**src/rtl/hms_display_driver.sv**
```systemverilog
// Seconds-of-day to HH:MM:SS seven-segment driver. Converts by iterative
// subtraction (one step per clock) and updates all six digits at once.
module hms_display_driver #(
    parameter int unsigned SEC_PER_DAY  = 86400,
    parameter int unsigned SEC_PER_HOUR = 3600,
    parameter int unsigned SEC_PER_MIN  = 60
) (
    input  logic        clk,
    input  logic        rst,
    input  logic [16:0] time_in,
    output logic [6:0]  hex5,
    output logic [6:0]  hex4,
    output logic [6:0]  hex3,
    output logic [6:0]  hex2,
    output logic [6:0]  hex1,
    output logic [6:0]  hex0,
    output logic        busy,
    output logic        valid,
    output logic        done
);

    localparam logic [16:0] L_DAY  = 17'(SEC_PER_DAY);
    localparam logic [16:0] L_HOUR = 17'(SEC_PER_HOUR);
    localparam logic [16:0] L_MIN  = 17'(SEC_PER_MIN);
    localparam logic [6:0]  L_BLANK = 7'h7F;
    localparam logic [6:0]  L_DASH  = 7'h3F;

    typedef enum logic [2:0] {
        S_IDLE, S_CHECK, S_HRS, S_MINS, S_SPLIT, S_ENC, S_UPDATE
    } state_t;

    state_t      r_state;
    logic [16:0] r_last;
    logic        r_force;
    logic [16:0] r_rem;
    logic [4:0]  r_h;
    logic [5:0]  r_m;
    logic [5:0]  r_s;
    logic [1:0]  r_sel;
    logic [5:0]  r_val;
    logic [3:0]  r_tens;
    logic [3:0]  r_bcd [6];
    logic [6:0]  r_dig [6];
    logic [6:0]  r_hex [6];
    logic        r_busy;
    logic        r_valid;
    logic        r_done;
    logic [6:0]  w_seg [6];

    function automatic logic [6:0] seg_encode(input logic [3:0] d);
        case (d)
            4'd0:    seg_encode = 7'h40;
            4'd1:    seg_encode = 7'h79;
            4'd2:    seg_encode = 7'h24;
            4'd3:    seg_encode = 7'h30;
            4'd4:    seg_encode = 7'h19;
            4'd5:    seg_encode = 7'h12;
            4'd6:    seg_encode = 7'h02;
            4'd7:    seg_encode = 7'h78;
            4'd8:    seg_encode = 7'h00;
            4'd9:    seg_encode = 7'h10;
            default: seg_encode = L_DASH;
        endcase
    endfunction

    // Index 0 is the seconds-units digit, index 5 the hours-tens digit.
    genvar gi;
    generate
        for (gi = 0; gi < 6; gi++) begin : g_enc
            assign w_seg[gi] = seg_encode(r_bcd[gi]);
        end
    endgenerate

    // State advances on the falling edge to stay in phase with the counter.
    always_ff @(negedge clk or negedge rst) begin
        if (!rst) begin
            r_state <= S_IDLE;
            r_last  <= '0;
            r_force <= 1'b1;
            r_rem   <= '0;
            r_h     <= '0;
            r_m     <= '0;
            r_s     <= '0;
            r_sel   <= '0;
            r_val   <= '0;
            r_tens  <= '0;
            r_busy  <= 1'b0;
            r_valid <= 1'b0;
            r_done  <= 1'b0;
            for (int i = 0; i < 6; i++) begin
                r_bcd[i] <= '0;
                r_dig[i] <= L_BLANK;
                r_hex[i] <= L_BLANK;
            end
        end else begin
            r_done <= 1'b0;
            case (r_state)
                S_IDLE: begin
                    if (time_in != r_last || r_force) begin
                        r_rem   <= time_in;
                        r_last  <= time_in;
                        r_force <= 1'b0;
                        r_busy  <= 1'b1;
                        r_state <= S_CHECK;
                    end
                end
                S_CHECK: begin
                    if (r_rem >= L_DAY) begin
                        for (int i = 0; i < 6; i++) r_dig[i] <= L_DASH;
                        r_state <= S_UPDATE;
                    end else begin
                        r_h     <= '0;
                        r_m     <= '0;
                        r_state <= S_HRS;
                    end
                end
                S_HRS: begin
                    if (r_rem >= L_HOUR) begin
                        r_rem <= r_rem - L_HOUR;
                        r_h   <= r_h + 5'd1;
                    end else begin
                        r_state <= S_MINS;
                    end
                end
                S_MINS: begin
                    if (r_rem >= L_MIN) begin
                        r_rem <= r_rem - L_MIN;
                        r_m   <= r_m + 6'd1;
                    end else begin
                        r_s     <= r_rem[5:0];
                        r_val   <= {1'b0, r_h};
                        r_tens  <= '0;
                        r_sel   <= '0;
                        r_state <= S_SPLIT;
                    end
                end
                S_SPLIT: begin
                    // Hours, minutes, then seconds share one tens/units splitter.
                    if (r_val >= 6'd10) begin
                        r_val  <= r_val - 6'd10;
                        r_tens <= r_tens + 4'd1;
                    end else begin
                        r_tens <= '0;
                        r_sel  <= r_sel + 2'd1;
                        case (r_sel)
                            2'd0: begin
                                r_bcd[5] <= r_tens;
                                r_bcd[4] <= r_val[3:0];
                                r_val    <= r_m;
                            end
                            2'd1: begin
                                r_bcd[3] <= r_tens;
                                r_bcd[2] <= r_val[3:0];
                                r_val    <= r_s;
                            end
                            default: begin
                                r_bcd[1] <= r_tens;
                                r_bcd[0] <= r_val[3:0];
                                r_state  <= S_ENC;
                            end
                        endcase
                    end
                end
                S_ENC: begin
                    for (int i = 0; i < 6; i++) r_dig[i] <= w_seg[i];
                    r_state <= S_UPDATE;
                end
                S_UPDATE: begin
                    for (int i = 0; i < 6; i++) r_hex[i] <= r_dig[i];
                    r_done  <= 1'b1;
                    r_valid <= 1'b1;
                    r_busy  <= 1'b0;
                    r_state <= S_IDLE;
                end
                default: r_state <= S_IDLE;
            endcase
        end
    end

    assign hex0  = r_hex[0];
    assign hex1  = r_hex[1];
    assign hex2  = r_hex[2];
    assign hex3  = r_hex[3];
    assign hex4  = r_hex[4];
    assign hex5  = r_hex[5];
    assign busy  = r_busy;
    assign valid = r_valid;
    assign done  = r_done;

endmodule

```
**config.mk**
```make
export PLATFORM = sky130hd
export DESIGN_NAME = hms_display_driver
export DESIGN_NICKNAME = d
export VERILOG_FILES = /design/src/rtl/hms_display_driver.sv
export SDC_FILE = /design/constraint.sdc
export NUM_CORES = 1
export LEC_CHECK = 0
export ABC_AREA = 1
export ABC_CLOCK_PERIOD_IN_PS = 3050
export BUFFER_PORTS_ARGS = -buffer_cell sky130_fd_sc_hd__buf_2
export CAP_MARGIN = 20
export CELL_PAD_IN_SITES_DETAIL_PLACEMENT = 0
export CELL_PAD_IN_SITES_GLOBAL_PLACEMENT = 1
export CORE_UTILIZATION = 49
export CTS_CLUSTER_DIAMETER = 150
export DETAILED_ROUTE_END_ITERATION = 8
export PLACE_DENSITY_LB_ADDON = 0.3
export SLEW_MARGIN = 20
export SYNTH_ARGS = -nofsm -noshare
export SYNTH_HDL_FRONTEND = slang
export SYNTH_SLANG_ARGS = --single-unit
```
**constraint.sdc**
```tcl
create_clock -name clk -period 3.05 [get_ports clk]
set_input_delay 0.1525 -clock clk [delete_from_list [all_inputs] [get_ports clk]]
set_output_delay 0.1525 -clock clk [all_outputs]
set_load 0.03 [all_outputs]
```
==> impl.org, run 1 <==
** Clock tree
- After clock tree synthesis, the flow added hold-fix buffers numbering 0.
- Worst-Skew Late Latency :: 0.47 ns
- TritonCTS built the clock tree.
- PostCTS Resize Cnt :: 0
- Clock slew at reported path FFs :: 0.06 ns
- The H-tree was split into 4 levels.
- Number of clock sinks :: 178
- Maximum count of clock buffers along a single path :: 2
- The number of setup buffers added after CTS is 0.
- In this run the clock root is driven by a clkbuf_16.
- Clock buffers created by TritonCTS :: 17

** Finish
- In the final design database the tool counted 1400 nets.
- Total inserted antenna cells :: 0
- The multi-input combinational cells in the finished layout cover a total of 4180 µm².
- Compared with the post-synthesis result, the final layout area differs by 16.8%.
- In the final layout, the share of cells above drive strength 1 is 19.3%.
- The sequential cells in the finished layout cover a total of 4560 µm².
- The filler cells instantiated in the layout total 1795.

** Setup path
- Buf+Inv Stages, Crit Path :: 1
- Worst reg2reg startpoint :: r_state[2]$_DFFE_NN0P_
- In this run the critical register-to-register path is captured at r_rem[7]$_DFFE_NN0P_.
- CP delay by family, top :: flip-flops
- Along the worst path, the maximum fanout reaches 2.
- Critical Path Slowest Stage Cell :: dfstp_2
- In this run the register-to-register setup slack is 0.79 ns.
- On the worst path, the slowest cell contributes a delay of 0.53 ns.
- Data on the critical path arrives at its endpoint at 2.72 ns.
- Reg2Reg Depth :: 9
- Data on the critical path is required at its endpoint by 2.90 ns.
- Crit Path Category :: reg -> out
- Crit-path cells :: buf_2
- STA classifies the critical path startpoint as a flip-flop.
- Setup crit end kind :: output port
- In this run the number of cells on the critical path is 1.

** Floorplanning
- From bottom edge to top edge, the die measures 141 µm.
- The floorplan has 50 rows.
- Die span in x :: 141 µm
- The region available for standard cell placement spans 18900 µm².
- For this configuration, the core starts out at a cell density of 50.5%.
- The die covers 20000 µm².
- I/O pin cnt :: 64

** Synthesis
- In the synthesized netlist, the number of instances is 1191.
- Number of unique standard cell types used by synthesis :: 37
- nand2_1 is the most common cell in the netlist.
- The synthesized design spends more area on one cell type than any other, namely dfrtn_1.
- Proportion of register bits with asynchronous set or reset after synthesis :: 100%
- The commonest cells after synthesis are nand2_1 (298), inv_1 (131), o21ai_0 (126).
- Most common flop cell mapped by yosys :: dfrtn_1
- Yosys mapped a number of flops with a built-in enable equal to 0.
- Most area-consuming cells after synthesis :: dfrtn_1 (24%), dfstp_2 (23%), nand2_1 (12%)
- Avg Cell Area, Syn :: 8.00 µm²
- Post-synthesis instance area :: 9530 µm²
- For this run, the register share of the synthesized area comes to 47.8%.
- Number of warning messages in the yosys log :: 0
- Flip-flop and latch count after synthesis :: 178
- Synth top area share :: 24.4%
- When the netlist entered floorplanning its net count stood at 1252.

** Drt
- Detailed routing inserted a total of 8057 vias.
- # DRC :: 0
- Wire length after detailed routing :: 21400 µm
- In the final routed layout, each cell accounts on average for 13.3 µm.
- Count of nets left with antenna violations after detail routing :: 0
- Number of violations reported at the end of detailed-routing iteration 0 :: 442
- Before antenna repair, the detailed router went through 5 iterations.
- Dividing the detail-routed via count by the number of cells gives 5.00.

** Placed design
- The HPWL after detailed placement is 15600 µm.
- Dpl ws :: -0.0310 ns
- The count of buffers added on input and output ports is 63.
- At the end of routability-driven placement, the weighted congestion stood at 0.855.

** Timing
- Setup violations remaining at the end of the flow were counted as 0.
- Setup repair after global routing left no endpoint under its margin.
- Post-Route Skew :: 0.0683 ns
- Setup slack of the critical path after layout :: 0.181 ns
- Pin slew with the least headroom to its limit :: 0.572 ns
- Max-Slew Margin vs Limit :: 61.8%
- The count of pins over their slew limit is 0.
- The final number of hold-violating endpoints is 0.

** Worst hold path
- The startpoint identified for the worst hold timing path is r_sel[1]$_DFFE_NN0P_.
- In this run the worst hold path is classified as reg -> reg.
- Worst hold path endpoint :: r_sel[1]$_DFFE_NN0P_
- The worst hold path was traced through 2 stages.

** Pwr
- Power comes to 11.7 mW.
- IR analysis of the VDD net gives a maximum drop of 0.508 mV.
- In this run the power density over the cells is 1050 nW/µm².
- Leakage power :: 5.80 nW

** Job
- Number of max-cap violations :: 0

** Global route
- Total congestion overflow after global routing :: 0
- Entering global routing, the biggest net connects 55 pins.
- Initial antenna violation count :: 0
- The via count of the first global-routing pass was 7647.
- The first global-routing pass estimated 36400 µm of wire.
- Global routing used 22.9% of the available tracks across all layers.

** Run status
- The flow ran to the end, and the final reports show no timing, DRC or antenna violations.
==> worst reg2reg max path, delay by kind of cell (launching register included) <==
kind          cells  cell delay [ns]
simple gates      7             1.30
flops             1             0.55
buf+inv           2             0.28
==> registers in the layout (all words and copies together) (netlist names), 7 cells and up <==
register  flops
r_last       17
hex1          7
r_rem        17
hex0          7
r_dig        42
hex4          7
r_bcd        24
hex3          7
hex2          7
hex5          7
==> metrics by stage <==
step                area, µm²  utilization (%)  instances  setup TNS, ns  hold WS [ns]
floorplan                9530                -       1191              0         0.402
global placement        10200             53.8       1496              0         0.419
detailed placement      10200             53.8       1496         -0.210         0.429
CTS                     11100             58.9       1612              0         0.435
global route            11100             58.9       1612              0         0.457
finish                  11100             58.9       1612              0         0.435
==> how the worst max path moves through the flow <==
| stage | from | endpoint | slack, ns |
|---|---|---|---|
| after floorplan | time_in[13] | busy$_DFFE_NN0P_ | 0.24 |
| after CTS | hex1[6]$_DFFE_NN1P_ | hex1[6] | 0.16 |
| after global placement | time_in[7] | r_rem[16]$_DFFE_NN0P_ | 0.01 |
| final | hex1[6]$_DFFE_NN1P_ | hex1[6] | 0.18 |
| after detailed placement | time_in[11] | r_rem[12]$_DFFE_NN0P_ | -0.03 |
| after global routing | hex3[3]$_DFFE_NN1P_ | hex3[3] | 0.15 |
==> layout by cell type (no fill, tap or decap), types with 2 or more instances in the layout <==
master and count:
nand4_1 22, buf_2 62, nand2_2 12, or2_2 4
inv_1 215, clkinv_8 5, o22ai_1 10, nand3_2 3
a21oi_1 52, nor2_4 4, nor2_1 105, nand2_1 298
mux2i_1 3, inv_6 2, a31oi_1 6, nor2_2 11
inv_12 4, o21ai_0 126, o211ai_1 5, clkbuf_16 17
dfstp_2 85, xnor2_1 5, nand3_1 65, buf_12 4
ha_1 42, inv_16 3, dfrtn_1 93, o21ai_1 28
buf_4 15, xor2_1 12, inv_2 23
==> cells by family after synthesis <==
| kind of cell | count (synthesis) | share of synthesized area [%] |
|---|---|---|
| XOR/XNOR | 17 | 1.56 |
| buffers and inverters | 193 | 8.35 |
| adder cells (fa/ha/maj) | 42 | 5.51 |
| flip-flops | 178 | 47.8 |
| multiplexers | 3 | 0.315 |
| AND/OR/NAND/NOR | 530 | 24.1 |
| AO/OA/AOI/OAI | 228 | 12.4 |
==> where the power goes <==
part / switching (mW) / internal, mW / total [mW] / leakage [nW]
sequential: 0.645 / 3.70 / 4.34 / 2.11
clock: 1.45 / 1.32 / 2.77 / 0.764
combinational: 3.09 / 1.46 / 4.56 / 2.93
total: 5.19 / 6.47 / 11.7 / 5.80
==> area by class of cell <==
cell class,instances,area share [%]
tap,260,2.92
clock buffer,17,3.82
clock inverter,100,4.92
multi-input combinational,820,37.5
timing repair buffer,82,4.62
sequential,178,41.0
inverter,155,5.25
==> per-layer routing <==
metal | wire length (µm) | part of all wire (%) | vias up | global-route usage, %
met5 | 0 | 0 | - | 0
met3 | 887 | 4.1 | 25 | 4.69
li1 | - | - | 4123 | -
met4 | 371 | 1.7 | 0 | 8.32
met2 | 10400 | 48 | 201 | 38.6
met1 | 9780 | 46 | 3708 | 29.3
Note: power is estimated with default switching activity, not from simulation.
==> run 2: changes to the inputs <==
--- a/config.mk
+++ b/config.mk
@@ -6,7 +6,7 @@
 export NUM_CORES = 1
 export LEC_CHECK = 0
 export ABC_AREA = 1
-export ABC_CLOCK_PERIOD_IN_PS = 3050
+export ABC_CLOCK_PERIOD_IN_PS = 3300
 export BUFFER_PORTS_ARGS = -buffer_cell sky130_fd_sc_hd__buf_2
 export CAP_MARGIN = 20
 export CELL_PAD_IN_SITES_DETAIL_PLACEMENT = 0
==> constraint.sdc (replaced) <==
create_clock -name clk -period 3.3 [get_ports clk]
set_input_delay 0.165 -clock clk [delete_from_list [all_inputs] [get_ports clk]]
set_output_delay 0.165 -clock clk [all_outputs]
set_load 0.03 [all_outputs]
==> impl.org, run 2 (synthesis results as in run 1) <==
** Run status
- Outcome :: completed

** Clock tree
- Clock buffers created by TritonCTS :: 17
- CTS H-tree depth :: 4
- The longest clock path from root to sink contains 2 buffers.
- Clock slew at reported path FFs :: 0.05 ns
- The tree is rooted in a clkbuf_16.
- Once the clock tree was built, the resizer swapped 0 gates to a different size.
- The clock reaches the later pin of the worst-skew pair after 0.47 ns.
- TritonCTS clock tree :: built
- Hold-fix buffer count after cts :: 0
- Number of buffers inserted by post-CTS setup repair :: 0
- Number of clock sinks :: 178

** Timing
- Setup repair after global routing left no endpoint under its margin.
- Once routing completed, OpenROAD measured the worst setup slack at 0.309 ns.
- For the final database, setup skew stands at 0.0668 ns.
- Setup violations remaining at the end of the flow were counted as 0.
- Final hold vios :: 0
- Pin slew with the least headroom to its limit :: 0.668 ns
- Summed over all failing endpoints, the final setup total negative slack is 0 ns.
- The count of pins over their slew limit was 0.
- Max-Slew Margin vs Limit :: 55.5%

** Pwr
- For this design the ratio of total power to cell area is 966 nW/µm².
- Per report_power, the clock group accounts for 23.1% of the total.
- Per report_power, the sequential group accounts for 37.6% of the total.
- Net switching power figure :: 4.72 mW
- Internal portion of total power :: 5.98 mW
- Leakage power :: 5.77 nW
- Combinational cells account for 39.3% of the total power.
- VDD sags by at most 0.445 mV.
- Switching power share of the total :: 44.1%

** Job
- The tool flagged a number of max-cap violations equal to 0.

** Drt
- Wire length after detailed routing :: 21400 µm
- Number of violations reported at the end of detailed-routing iteration 0 :: 468
- Detail-routed net length per standard cell :: 13.3 µm
- Once detail routing completed, the nets flagged for antenna violations numbered 0.
- Via count :: 8058
- In the routed layout, each cell is associated on average with a via count of 5.02.
- # DRC :: 0
- DR pass1 iterations :: 5

** Setup path
- Of all nets on the critical path, the largest fanout is 2.
- Walking the worst path, the cells encountered are buf_2.
- Crit path launch type :: flip-flop
- Among all stages on the critical path, the largest delay is contributed by dfstp_2.
- At the worst endpoint, the required time is 3.13 ns.
- CP delay by family, top :: flip-flops
- The worst setup path is captured at an output port.
- The number of buffers and inverters on the critical path is 1.
- Crit Path Category :: reg -> out
- The largest single stage delay on the critical path is 0.52 ns.
- Crit path DAT :: 2.83 ns

** Finish
- Number of nets in the final layout :: 1393
- Leaving out fill and tap cells, the most frequent cells in the layout are nand2_1 (298), inv_1 (216), o21ai_0 (126).
- In the final layout, the registers with the most flip-flops are r_dig x42, r_bcd x24.
- Synthesis-to-layout area growth :: 16.2%
- The register with the most flip-flops in the layout has 42 of them.
- The library cell used most frequently in the layout, excluding fill and tap cells, is nand2_1.
- Ranked by flip-flop count, first place goes to r_dig.
- Total inserted antenna cells :: 0
- Number of cells in the finished layout apart from fillers :: 1605
- In the final layout, the share of cells above drive strength 1 is 18.8%.

** Placed design
- Number of input and output port buffers inserted :: 63
- Final RePlAce weighted congestion :: 0.876
- Detailed-placement wirelength estimate :: 15200 µm
- Counting tap cells, the placed design contains a total of 1489 instances.
- At the placement stage, the worst setup path has a slack of 0.0840 ns.

** Global route
- The first global-routing pass estimated 35900 µm of wire.
- Entering global routing, the biggest net connects 84 pins.
- Combined global-route utilization of all metal layers :: 22.5%
- Total congestion overflow after global routing :: 0
- The number of antenna violations at the first check in global routing came to 0.
- The via count of the first global-routing pass was 7555.

** Floorplanning
- The initialized floorplan defines 50 standard-cell rows.
- Chip height :: 141 µm
- Effective utilization at floorplan :: 50.5%
- Die span in x :: 141 µm
- Area of the core :: 18900 µm²
- I/O pin cnt :: 64
- Die ar. :: 20000 µm²

** Worst hold path
- Hold Path Class :: reg -> reg
-- run 2: final timing paths --
path                                         from                   end  slack (ns)  cells after the start
setup / recovery              hex2[1]$_DFFE_NN1P_               hex2[1]        0.31                      1
hold / removal               r_sel[1]$_DFFE_NN0P_  r_sel[1]$_DFFE_NN0P_        0.42                      2
min in group asynchronous                     rst  r_val[0]$_DFFE_NN0P_        1.24                      1
max in group asynchronous                     rst   hex3[1]$_DFFE_NN1P_        1.38                      2
setup reg to reg           r_state[2]$_DFFE_NN0P_  r_val[4]$_DFFE_NN0P_        1.05                      8
hold reg to reg              r_sel[1]$_DFFE_NN0P_  r_sel[1]$_DFFE_NN0P_        0.42                      2
-- run 2: metal layers --
layer	routed length [µm]	vias to the layer above	GRT usage [%]
met5	0	-	0
met4	469	0	8.66
met3	822	25	4.93
met2	10300	178	37.8
met1	9730	3753	28.4
li1	-	4102	-
-- run 2: layout make-up --
type	instances	area, µm²
Fill cell	1808	7820
Sequential cell	178	4560
Multi-Input combinational cell	820	4180
Inverter	155	587
Clock inverter	99	489
Timing Repair Buffer	75	487
Clock buffer	18	450
Tap cell	260	325
-- run 2: power groups by stage --
stage / Sequential [mW] / Combinational [mW] / Clock, mW
finish: 4.02 / 4.20 / 2.48
global route: 4.13 / 4.81 / 2.71
CTS: 4.02 / 4.24 / 2.54
detailed placement: 4.03 / 4.21 / 0.158
global placement: 4.02 / 4.15 / 0.158
floorplan: 4.39 / 2.81 / 0.158
-- run 2: per-stage QoR --
step	area [µm²]	hold WS (ns)	total power, mW	utilization, %
after floorplan	9530	0.402	7.36	-
after global placement	10100	0.419	8.33	53.6
after CTS	11100	0.430	10.8	58.6
after global routing	11100	0.449	11.7	58.6
after detailed placement	10100	0.429	8.40	53.7
final	11100	0.423	10.7	58.6
==> run 3: changes to the inputs <==
--- a/config.mk
+++ b/config.mk
@@ -15,6 +15,7 @@
 export CTS_CLUSTER_DIAMETER = 150
 export DETAILED_ROUTE_END_ITERATION = 8
 export PLACE_DENSITY_LB_ADDON = 0.3
+export RECOVER_POWER = 100
 export SLEW_MARGIN = 20
 export SYNTH_ARGS = -nofsm -noshare
 export SYNTH_HDL_FRONTEND = slang
==> impl.org, run 3 (synthesis results as in run 1) <==
** Drt
- Detail-routed net length per standard cell :: 13.3 µm
- The first detailed-routing pass took 5 iterations.
- Vias per Instance :: 5.03
- Count of nets left with antenna violations after detail routing :: 0
- In the routed design, unresolved DRC markers number 0.
- Wire length after detailed routing :: 21400 µm
- Number of violations reported at the end of detailed-routing iteration 0 :: 486
- Via count :: 8071

** Global route
- The via count of the first global-routing pass is 7555.
- The first global-routing pass estimated 35900 µm of wire.
- Pin count of the biggest net entering global routing :: 84
- Initial antenna violation count :: 0
- Combined global-route utilization of all metal layers :: 22.5%
- Summed over all layers, the global routing overflow is 0.

** Clock tree
- Clock buffers created by TritonCTS :: 17
- Maximum count of clock buffers along a single path :: 2
- The later pin in the worst-skew pair is clocked with a latency of 0.47 ns.
- CTS saw 178 sinks.
- The H-tree generated during clock tree synthesis spans 4 levels.
- Number of buffers inserted by post-CTS setup repair :: 0
- Buffers inserted to repair hold after CTS numbered 0.
- TritonCTS built the clock tree.
- PostCTS Resize Cnt :: 0
- Clock tree synthesis selected as its root buffer the cell clkbuf_16.
- Clock-pin slew was measured on the worst setup and hold paths at 0.05 ns.

** Setup path
- The largest single stage delay on the critical path is 0.52 ns.
- The number of buffers and inverters on the critical path is 1.
- Crit Path Category :: reg -> out
- STA classifies the critical path startpoint as a flip-flop.
- CP required :: 3.13 ns
- Along the worst path, the maximum fanout reaches 2.
- CP delay by family, top :: flip-flops
- Critical Path Slowest Stage Cell :: dfstp_2
- The worst setup path is captured at an output port.
- Worst reg2reg startpoint :: r_state[2]$_DFFE_NN0P_
- Data on the critical path arrives at its endpoint at 2.95 ns.
- Traced cell by cell, the critical path runs through clkbuf_1.
- The critical path starts at hex4[6]$_DFFE_NN1P_.

** Finish
- More flip-flops sit in one register than any other, and that register is r_dig.
- Most common library cell in the layout ignoring fill and taps :: nand2_1
- In the layout the commonest cells are nand2_1 (305), inv_1 (222), o21ai_0 (141).
- Synthesis-to-layout area growth :: 14.3%
- Number of nets in the final layout :: 1393
- Max FFs per register :: 42
- Registers with the most flip-flops :: r_dig x42, r_bcd x24
- In the final layout, the share of cells above drive strength 1 is 13.8%.
- Total inserted antenna cells :: 0

** Floorplanning
- The die is 141 µm wide.
- The die covers 20000 µm².
- The floorplan step defined a core boundary enclosing 18900 µm².
- Effective utilization at floorplan :: 50.5%
- In this run the core area contains 50 standard-cell rows.
- I/O pin cnt :: 64
- The die is 141 µm tall.

** Run status
- The flow ran to the end, and the final reports show no timing, DRC or antenna violations.

** Timing
- Setup TNS :: 0 ns
- Final hold slack :: 0.423 ns
- Setup violations remaining at the end of the flow were counted as 0.
- Post-Route Skew :: 0.0653 ns
- The count of pins over their slew limit was 0.
- Final hold vios :: 0
- For the pin with the worst max-slew slack, the measured transition is 1.19 ns.
- Unrepaired setup endpoints after global routing :: false
- In this run the tightest slew margin relative to its limit is 20.4%.

** Job
- Number of max-cap violations :: 0

** Worst hold path
- The startpoint identified for the worst hold timing path is r_sel[1]$_DFFE_NN0P_.
- The worst hold path belongs to the class reg -> reg.

** Pwr
- For this design the static power due to leakage is 5.61 nW.
- Power density over the cells :: 967 nW/µm²
- The worst-case IR drop observed on VDD is 0.441 mV.

** Placed design
- Once detailed placement completed, the half-perimeter wirelength came to 15200 µm.
- Final RePlAce weighted congestion :: 0.876
- Input and output buffers added on the ports amount to 63.
[run 3: metal layers]
layer  part of all wire [%]  GRT usage, %
met1                     46          28.4
met2                     48          37.8
met3                    3.3          4.93
met4                    2.2          8.66
met5                      0             0
[run 3: worst paths after layout]
path,endpoint,slack (ns),depth (start not counted)
setup / recovery,hex4[6],0.19,1
hold / removal,r_sel[1]$_DFFE_NN0P_,0.42,2
hold reg to reg,r_sel[1]$_DFFE_NN0P_,0.42,2
max in group asynchronous,hex2[0]$_DFFE_NN1P_,0.46,2
min in group asynchronous,r_val[0]$_DFFE_NN0P_,1.54,1
setup reg to reg,r_val[3]$_DFFE_NN0P_,0.46,8
[run 3: area by class of cell]
class | instances | area (µm²)
timing repair buffer | 75 | 374
clock buffer | 18 | 450
inverter | 155 | 584
sequential | 178 | 4560
multi-input combinational | 820 | 4110
fill | 1838 | 8000
clock inverter | 99 | 489
tap | 260 | 325
[run 3: through the flow]
step | std cells | instance area, µm² | worst slack (ns) | util, % | power (mW)
floorplan | 1191 | 9530 | 0.356 | - | 7.36
global placement | 1489 | 10100 | 0.127 | 53.6 | 8.33
detailed placement | 1489 | 10100 | 0.0840 | 53.7 | 8.40
CTS | 1605 | 11100 | 0.292 | 58.6 | 10.8
global route | 1605 | 10900 | 0.136 | 57.7 | 11.5
finish | 1605 | 10900 | 0.188 | 57.7 | 10.5
[run 3: power breakdown]
group | total (mW) | switching [mW] | leakage, nW | internal [mW]
combinational | 4.04 | 2.81 | 2.74 | 1.22
sequential | 4.02 | 0.603 | 2.11 | 3.42
clock | 2.47 | 1.26 | 0.758 | 1.22
total | 10.5 | 4.68 | 5.61 | 5.86
